`src/rtl/muldiv_unit.sv`:
```
// Iterative radix-2 multiply/divide unit with HI/LO result registers.
// Define MULDIV_DIV_EN to compile in the divide datapath; otherwise DIV/DIVU complete as reserved ops.
module muldiv_unit #(
    parameter int WIDTH = 32
) (
    input  logic             clk,
    input  logic             rst,
    input  logic             start,
    input  logic             abort,
    input  logic [2:0]       op,
    input  logic [WIDTH-1:0] in0,
    input  logic [WIDTH-1:0] in1,
    output logic             busy,
    output logic             done,
    output logic             dz,
    output logic             err,
    output logic [WIDTH-1:0] hi,
    output logic [WIDTH-1:0] lo
);
    localparam int CW = $clog2(WIDTH) + 1;

    // FIN is the single write-back cycle shared by iterative and register-move ops.
    typedef enum logic [1:0] {
        S_IDLE = 2'd0,
        S_RUN  = 2'd1,
        S_FIN  = 2'd2,
        S_DONE = 2'd3
    } state_t;

    state_t              r_state;
    logic [CW-1:0]       r_cnt;
    logic [2:0]          r_op;
    logic [WIDTH-1:0]    r_acc;
    logic [WIDTH-1:0]    r_q;
    logic [WIDTH-1:0]    r_b;
    logic                r_neg_lo;
    logic [WIDTH-1:0]    r_hi;
    logic [WIDTH-1:0]    r_lo;
    logic                r_busy;
    logic                r_done;
    logic                r_dz;
    logic                r_err;

    logic                w_accept;
    logic                w_is_md;
    logic                w_sgn;
    logic [WIDTH:0]      w_madd;
    logic [WIDTH-1:0]    w_acc_nxt;
    logic [WIDTH-1:0]    w_q_nxt;
    logic [2*WIDTH-1:0]  w_prod_fix;

    function automatic logic [WIDTH-1:0] magnitude(input logic [WIDTH-1:0] x, input logic sgn);
        logic signed [WIDTH-1:0] s;
        s = x;
        return (sgn && (s < 0)) ? -x : x;
    endfunction

    function automatic logic [WIDTH-1:0] neg_if(input logic [WIDTH-1:0] x, input logic neg);
        return neg ? -x : x;
    endfunction

    function automatic logic [2*WIDTH-1:0] neg_if2(input logic [2*WIDTH-1:0] x, input logic neg);
        return neg ? -x : x;
    endfunction

    assign w_accept = (r_state == S_IDLE) && start && !abort;
    assign w_sgn    = (op == 3'b000) || (op == 3'b010);

    always_comb begin
        w_is_md = (op == 3'b000) || (op == 3'b001);
`ifdef MULDIV_DIV_EN
        if ((op == 3'b010) || (op == 3'b011)) begin
            w_is_md = 1'b1;
        end
`endif
    end

`ifdef MULDIV_DIV_EN
    logic                r_neg_hi;
    logic [WIDTH:0]      w_trial;
    logic [WIDTH-1:0]    w_quo_fix;
    logic [WIDTH-1:0]    w_rem_fix;

    assign w_trial   = {r_acc, r_q[WIDTH-1]} - {1'b0, r_b};
    assign w_quo_fix = neg_if(r_q, r_neg_lo);
    assign w_rem_fix = neg_if(r_acc, r_neg_hi);

    always_ff @(posedge clk) begin
        if (w_accept) begin
            r_neg_hi <= w_sgn && in0[WIDTH-1];
        end
    end
`endif

    // Multiply: acc:q shifts right, adding the multiplicand when the low multiplier bit is set.
    assign w_madd     = {1'b0, r_acc} + (r_q[0] ? {1'b0, r_b} : '0);
    assign w_prod_fix = neg_if2({r_acc, r_q}, r_neg_lo);

    always_comb begin
        w_acc_nxt = w_madd[WIDTH:1];
        w_q_nxt   = {w_madd[0], r_q[WIDTH-1:1]};
`ifdef MULDIV_DIV_EN
        // Restoring divide: remainder in acc, dividend shifts out of q as quotient bits shift in.
        if (r_op[1]) begin
            if (!w_trial[WIDTH]) begin
                w_acc_nxt = w_trial[WIDTH-1:0];
                w_q_nxt   = {r_q[WIDTH-2:0], 1'b1};
            end else begin
                w_acc_nxt = {r_acc[WIDTH-2:0], r_q[WIDTH-1]};
                w_q_nxt   = {r_q[WIDTH-2:0], 1'b0};
            end
        end
`endif
    end

    // p0: operand capture (magnitudes for signed ops) and per-cycle iteration
    always_ff @(posedge clk) begin
        if (w_accept) begin
            r_op     <= op;
            r_acc    <= '0;
            r_q      <= magnitude(in0, w_sgn);
            r_b      <= magnitude(in1, w_sgn);
            r_neg_lo <= w_sgn && (in0[WIDTH-1] ^ in1[WIDTH-1]);
        end else if (r_state == S_RUN) begin
            r_acc <= w_acc_nxt;
            r_q   <= w_q_nxt;
        end
    end

    // p1: control FSM and architectural HI/LO write-back
    always_ff @(posedge clk or posedge rst) begin
        if (rst) begin
            r_state <= S_IDLE;
            r_cnt   <= '0;
            r_hi    <= '0;
            r_lo    <= '0;
            r_busy  <= 1'b0;
            r_done  <= 1'b0;
            r_dz    <= 1'b0;
            r_err   <= 1'b0;
        end else begin
            r_done <= 1'b0;
            r_dz   <= 1'b0;
            r_err  <= 1'b0;
            case (r_state)
                S_IDLE: begin
                    if (w_accept) begin
                        r_cnt <= '0;
                        if (w_is_md) begin
                            r_state <= S_RUN;
                            r_busy  <= 1'b1;
                        end else begin
                            r_state <= S_FIN;
                        end
                    end
                end
                S_RUN: begin
                    r_cnt <= r_cnt + CW'(1);
                    if (abort) begin
                        r_state <= S_IDLE;
                        r_busy  <= 1'b0;
                    end else if (r_cnt == CW'(WIDTH - 1)) begin
                        r_state <= S_FIN;
                        r_busy  <= 1'b0;
                    end
                end
                S_FIN: begin
                    r_state <= S_DONE;
                    r_done  <= 1'b1;
                    case (r_op)
                        3'b000, 3'b001: {r_hi, r_lo} <= w_prod_fix;
`ifdef MULDIV_DIV_EN
                        3'b010, 3'b011: begin
                            if (r_b == '0) begin
                                r_dz <= 1'b1;
                            end else begin
                                r_hi <= w_rem_fix;
                                r_lo <= w_quo_fix;
                            end
                        end
`endif
                        3'b100:  r_hi  <= r_q;
                        3'b101:  r_lo  <= r_q;
                        default: r_err <= 1'b1;
                    endcase
                end
                default: r_state <= S_IDLE;
            endcase
        end
    end

    assign busy = r_busy;
    assign done = r_done;
    assign dz   = r_dz;
    assign err  = r_err;
    assign hi   = r_hi;
    assign lo   = r_lo;

endmodule

```
`config.mk`:
```
export PLATFORM = sky130hd
export DESIGN_NAME = muldiv_unit
export DESIGN_NICKNAME = d
export VERILOG_FILES = /design/src/rtl/muldiv_unit.sv
export SDC_FILE = /design/constraint.sdc
export NUM_CORES = 1
export LEC_CHECK = 0
export ABC_CLOCK_PERIOD_IN_PS = 7300
export BUFFER_PORTS_ARGS = -buffer_cell sky130_fd_sc_hd__buf_4
export CORE_MARGIN = 2
export CORE_UTILIZATION = 50
export DETAILED_ROUTE_END_ITERATION = 12
export GPL_TIMING_DRIVEN = 0
export PLACE_DENSITY = 0.67
export REMOVE_ABC_BUFFERS = 1
export SLEW_MARGIN = 25
export SYNTH_ARGS = -nofsm -noshare
export SYNTH_HDL_FRONTEND = slang
export SYNTH_SLANG_ARGS = --single-unit
```
`constraint.sdc`:
```
create_clock -name clk -period 7.3 [get_ports clk]
set_clock_uncertainty 0.05 [all_clocks]
set_input_delay 0.73 -clock clk [delete_from_list [all_inputs] [get_ports clk]]
set_output_delay 0.73 -clock clk [all_outputs]
set_load 0.01 [all_outputs]
```
==> results.toml <==
[final_layout]
postLayoutCellArea_um2 = 13100
drive_above_1_share = 0.149
fin_cells = 1680
final_util = 0.598
diodes = 0
finalNetCount = 1495
synthToLayoutAreaGrowth_pct = 16.6

[sta]
post-route-period-util = 0.567
slew_violations = 0
fmax_mhz = 242
finalSetupViolCount = 0
finalHoldViolCount = 0
slew_headroom = 0.383
rsz0062_at_grt = "false"
tightest_slew_ps = 922
tns_ps = 0
fin_crit_ps = 4140

[clocking]
path_clk_slew_ps = 80
cts_sinks = 175
postCtsSetupBuffers = 0
cts_buffers = 17
clock_latency_ps = 440
htree_levels = 4
clockBufferDepth = 2
cts_tree = "yes"
cts_resized = 0
hold_buffers = 0
cts_root_buffer = "clkbuf_16"

[logic_synthesis]
yosys.area_share.adder = 0.0418
async_flop_share = 0.429
ys_seq_elements = 175
synth_top_cell_area_share = 0.181
synthMuxAreaShare = 0.00455
synth-main-ff-cell = "dfrtp_1"
ys_types = 68
synth_xor_area_frac = 0.111
synth_compound_area_frac = 0.206
synth_top_area_cell = "edfxtp_1"
postSynthAreaPerCell_um2 = 8.71
postSynthCellCount = 1293
yosys.area_share.simple = 0.196
netlist_area_um2 = 11300
synth_edf_count = 68
ys_seq_area_frac = 0.405
yosys-top-cells-area = "edfxtp_1 (18%), dfrtp_1 (17%), xor2_1 (6.5%)"
synth_top_family_by_area = "compound AO/OA/AOI/OAI gates"
ys_warn_count = 0

[pwr]
p_leak_nw = 5.51
vdd_drop_max_uv = 201
pwr_density_cell_nw_per_um2 = 390

[setup_path]
cp-start-kind = "flip-flop"
slowest_delay_ps = 780
critPathLaunch = "r_q[0]$_DFFE_PP_"
cp.required_ps = 7570
crit_path_end = "r_acc[29]$_SDFFE_PP0P_"
path_depth = 11
crit_family = "compound AO/OA/AOI/OAI gates"
cp_max_fo = 32
end_kind = "flip-flop"
r2r-end = "r_acc[29]$_SDFFE_PP0P_"
crit_arrival_ps = 4410
cp_cell_sequence = "buf_8, and2_1, ha_1, fa_1, a21o_1, a221o_1, a2111oi_0, o221ai_1, a41oi_1, xor2_1, o21ai_0"
path_class = "flip-flop to flip-flop"
path_buf_inv = 1
slowest_stage = "a2111oi_0"
reg2reg_depth = 11
rrSetupSlack_ps = 3160
reg2reg_from = "r_q[0]$_DFFE_PP_"

[global_routing]
grt-ovfl-total = 0
antenna_found_initial = 0
grt_first_pass_wirelength_mm = 48.5
grt_pass1_vias = 9193
grt_max_degree = 74
track_usage = 0.256

[floorplanning]
die_h_um = 154
row_count = 54
die_w_um = 154
num_io_pins = 139
start_util = 0.513
core_um2 = 22000
die_area_um2 = 23700

[routing]
avgRoutedWirePerCell_um = 18.3
drc = 0
routed_wl_mm = 30.7
first_iter_violations = 674
vias = 9928
drt_pass1_iterations = 4
antenna_left = 0
viasPerCell = 5.91

[min_path]
hold_path_class = "input pin to asynchronous set/reset pin"

[run]
max_cap_violations = 0

[placed_design]
place_area_um2 = 12500
placedCellCount = 1646
port_buffers = 137
place_congestion = 0.907
dpl.hpwl_mm = 22.9

[run_status]
status = "complete, no violations"
[worst min-delay path by stage]
stage                         start                   end  slack, ps  cells after the start
2_1_floorplan  r_cnt[4]$_DFFE_PP0P_  r_cnt[4]$_DFFE_PP0P_        410                      1
3_3_place_gp     lo[29]$_DFFE_PP0P_    lo[29]$_DFFE_PP0P_        410                      2
3_5_place_dp     lo[17]$_DFFE_PP0P_    lo[17]$_DFFE_PP0P_        420                      2
4_1_cts                         rst    lo[27]$_DFFE_PP0P_        220                      2
5_1_grt                         rst    lo[26]$_DFFE_PP0P_        240                      2
6_report                        rst    hi[21]$_DFFE_PP0P_        210                      2
[layout by cell type (no fill, tap or decap), types with 8 or more instances in the layout]
cell type / Yosys / layout
a21o_1: 19 / 19
a21oi_1: 110 / 110
a31oi_1: 13 / 13
and2_1: 41 / 40
and3_1: 16 / 16
buf_4: 1 / 137
clkbuf_16: 0 / 17
dfrtp_1: 75 / 75
dfxtp_1: 32 / 32
edfxtp_1: 68 / 68
ha_1: 36 / 36
inv_1: 26 / 23
nand2_1: 150 / 146
nand2b_1: 9 / 8
nand3_1: 27 / 27
nand4_1: 14 / 14
nor2_1: 91 / 89
nor2b_1: 9 / 8
nor3_1: 39 / 39
nor4_1: 8 / 8
o21a_1: 8 / 8
o21ai_0: 140 / 140
o22ai_1: 21 / 21
o31ai_1: 23 / 23
o41ai_1: 13 / 13
or4_1: 14 / 14
xnor2_1: 59 / 59
xor2_1: 84 / 84
[metal layers]
metal,GRT usage,wire length [um],share of wire
met3,0.0293,1510,0.049
met1,0.366,14100,0.46
met4,0.0708,531,0.017
met5,0,0,0
met2,0.415,14600,0.47
[flip-flops by register name, indices dropped and copies added, names as in the netlist, 2 cells and up]
signal,flops
r_state,2
lo,32
r_b,32
hi,32
r_q,32
r_acc,32
r_op,3
r_cnt,6
[metrics by stage]
| step | power (mW) | hold slack (ps) | worst slack, ps |
|---|---|---|---|
| after floorplan | 3.26 | 414 | 2560 |
| after global routing | 5.47 | 242 | 2920 |
| after detailed placement | 4.16 | 421 | 2940 |
| final | 5.12 | 213 | 3160 |
| after CTS | 5.12 | 221 | 2920 |
| after global placement | 4.08 | 414 | -370 |
[area by class of cell]
class	instances	area, um^2
repair buffers	144	1170
inverters	26	103
clock inverters	14	176
multi-input cells	1023	6340
fillers	1960	8820
well taps	280	350
clock buffers	18	429
flip-flops and latches	175	4560
[cells in the mapped netlist (6+ instances only)]
master    count
a21o_1       19
a21oi_1     110
a31oi_1      13
and2_1       41
and3_1       16
clkbuf_1     59
dfrtp_1      75
dfxtp_1      32
edfxtp_1     68
ha_1         36
inv_1        26
nand2_1     150
nand2b_1      9
nand3_1      27
nand4_1      14
nor2_1       91
nor2b_1       9
nor3_1       39
nor4_1        8
o211ai_1      6
o21a_1        8
o21ai_0     140
o22ai_1      21
o31ai_1      23
o41ai_1      13
or2_2         6
or3_1         6
or4_1        14
xnor2_1      59
xor2_1       84
[report_power, final]
part	total (mW)	internal, mW	switching, mW
Combinational	2.28	0.967	1.31
Sequential	1.89	1.46	0.425
Clock	0.959	0.520	0.439
Total	5.12	2.95	2.17
[cell families (layout without fill, tap and decap cells)]
group	count (synthesis)	count (layout)
simple gates	447	447
compound gates	390	390
flops	175	175
xor+xnor	143	143
buf+inv	95	202
fa+ha+maj	37	37
mux	5	5
other cells	1	1
[worst register-to-register path: stages (launching register included)]
cell and delay [ps]:
edfxtp_1 500, buf_8 210, and2_1 180, ha_1 210, fa_1 410, a21o_1 230
a221o_1 380, a2111oi_0 780, o221ai_1 420, a41oi_1 380, xor2_1 170, o21ai_0 80
Power figures use the tool's default switching activity.
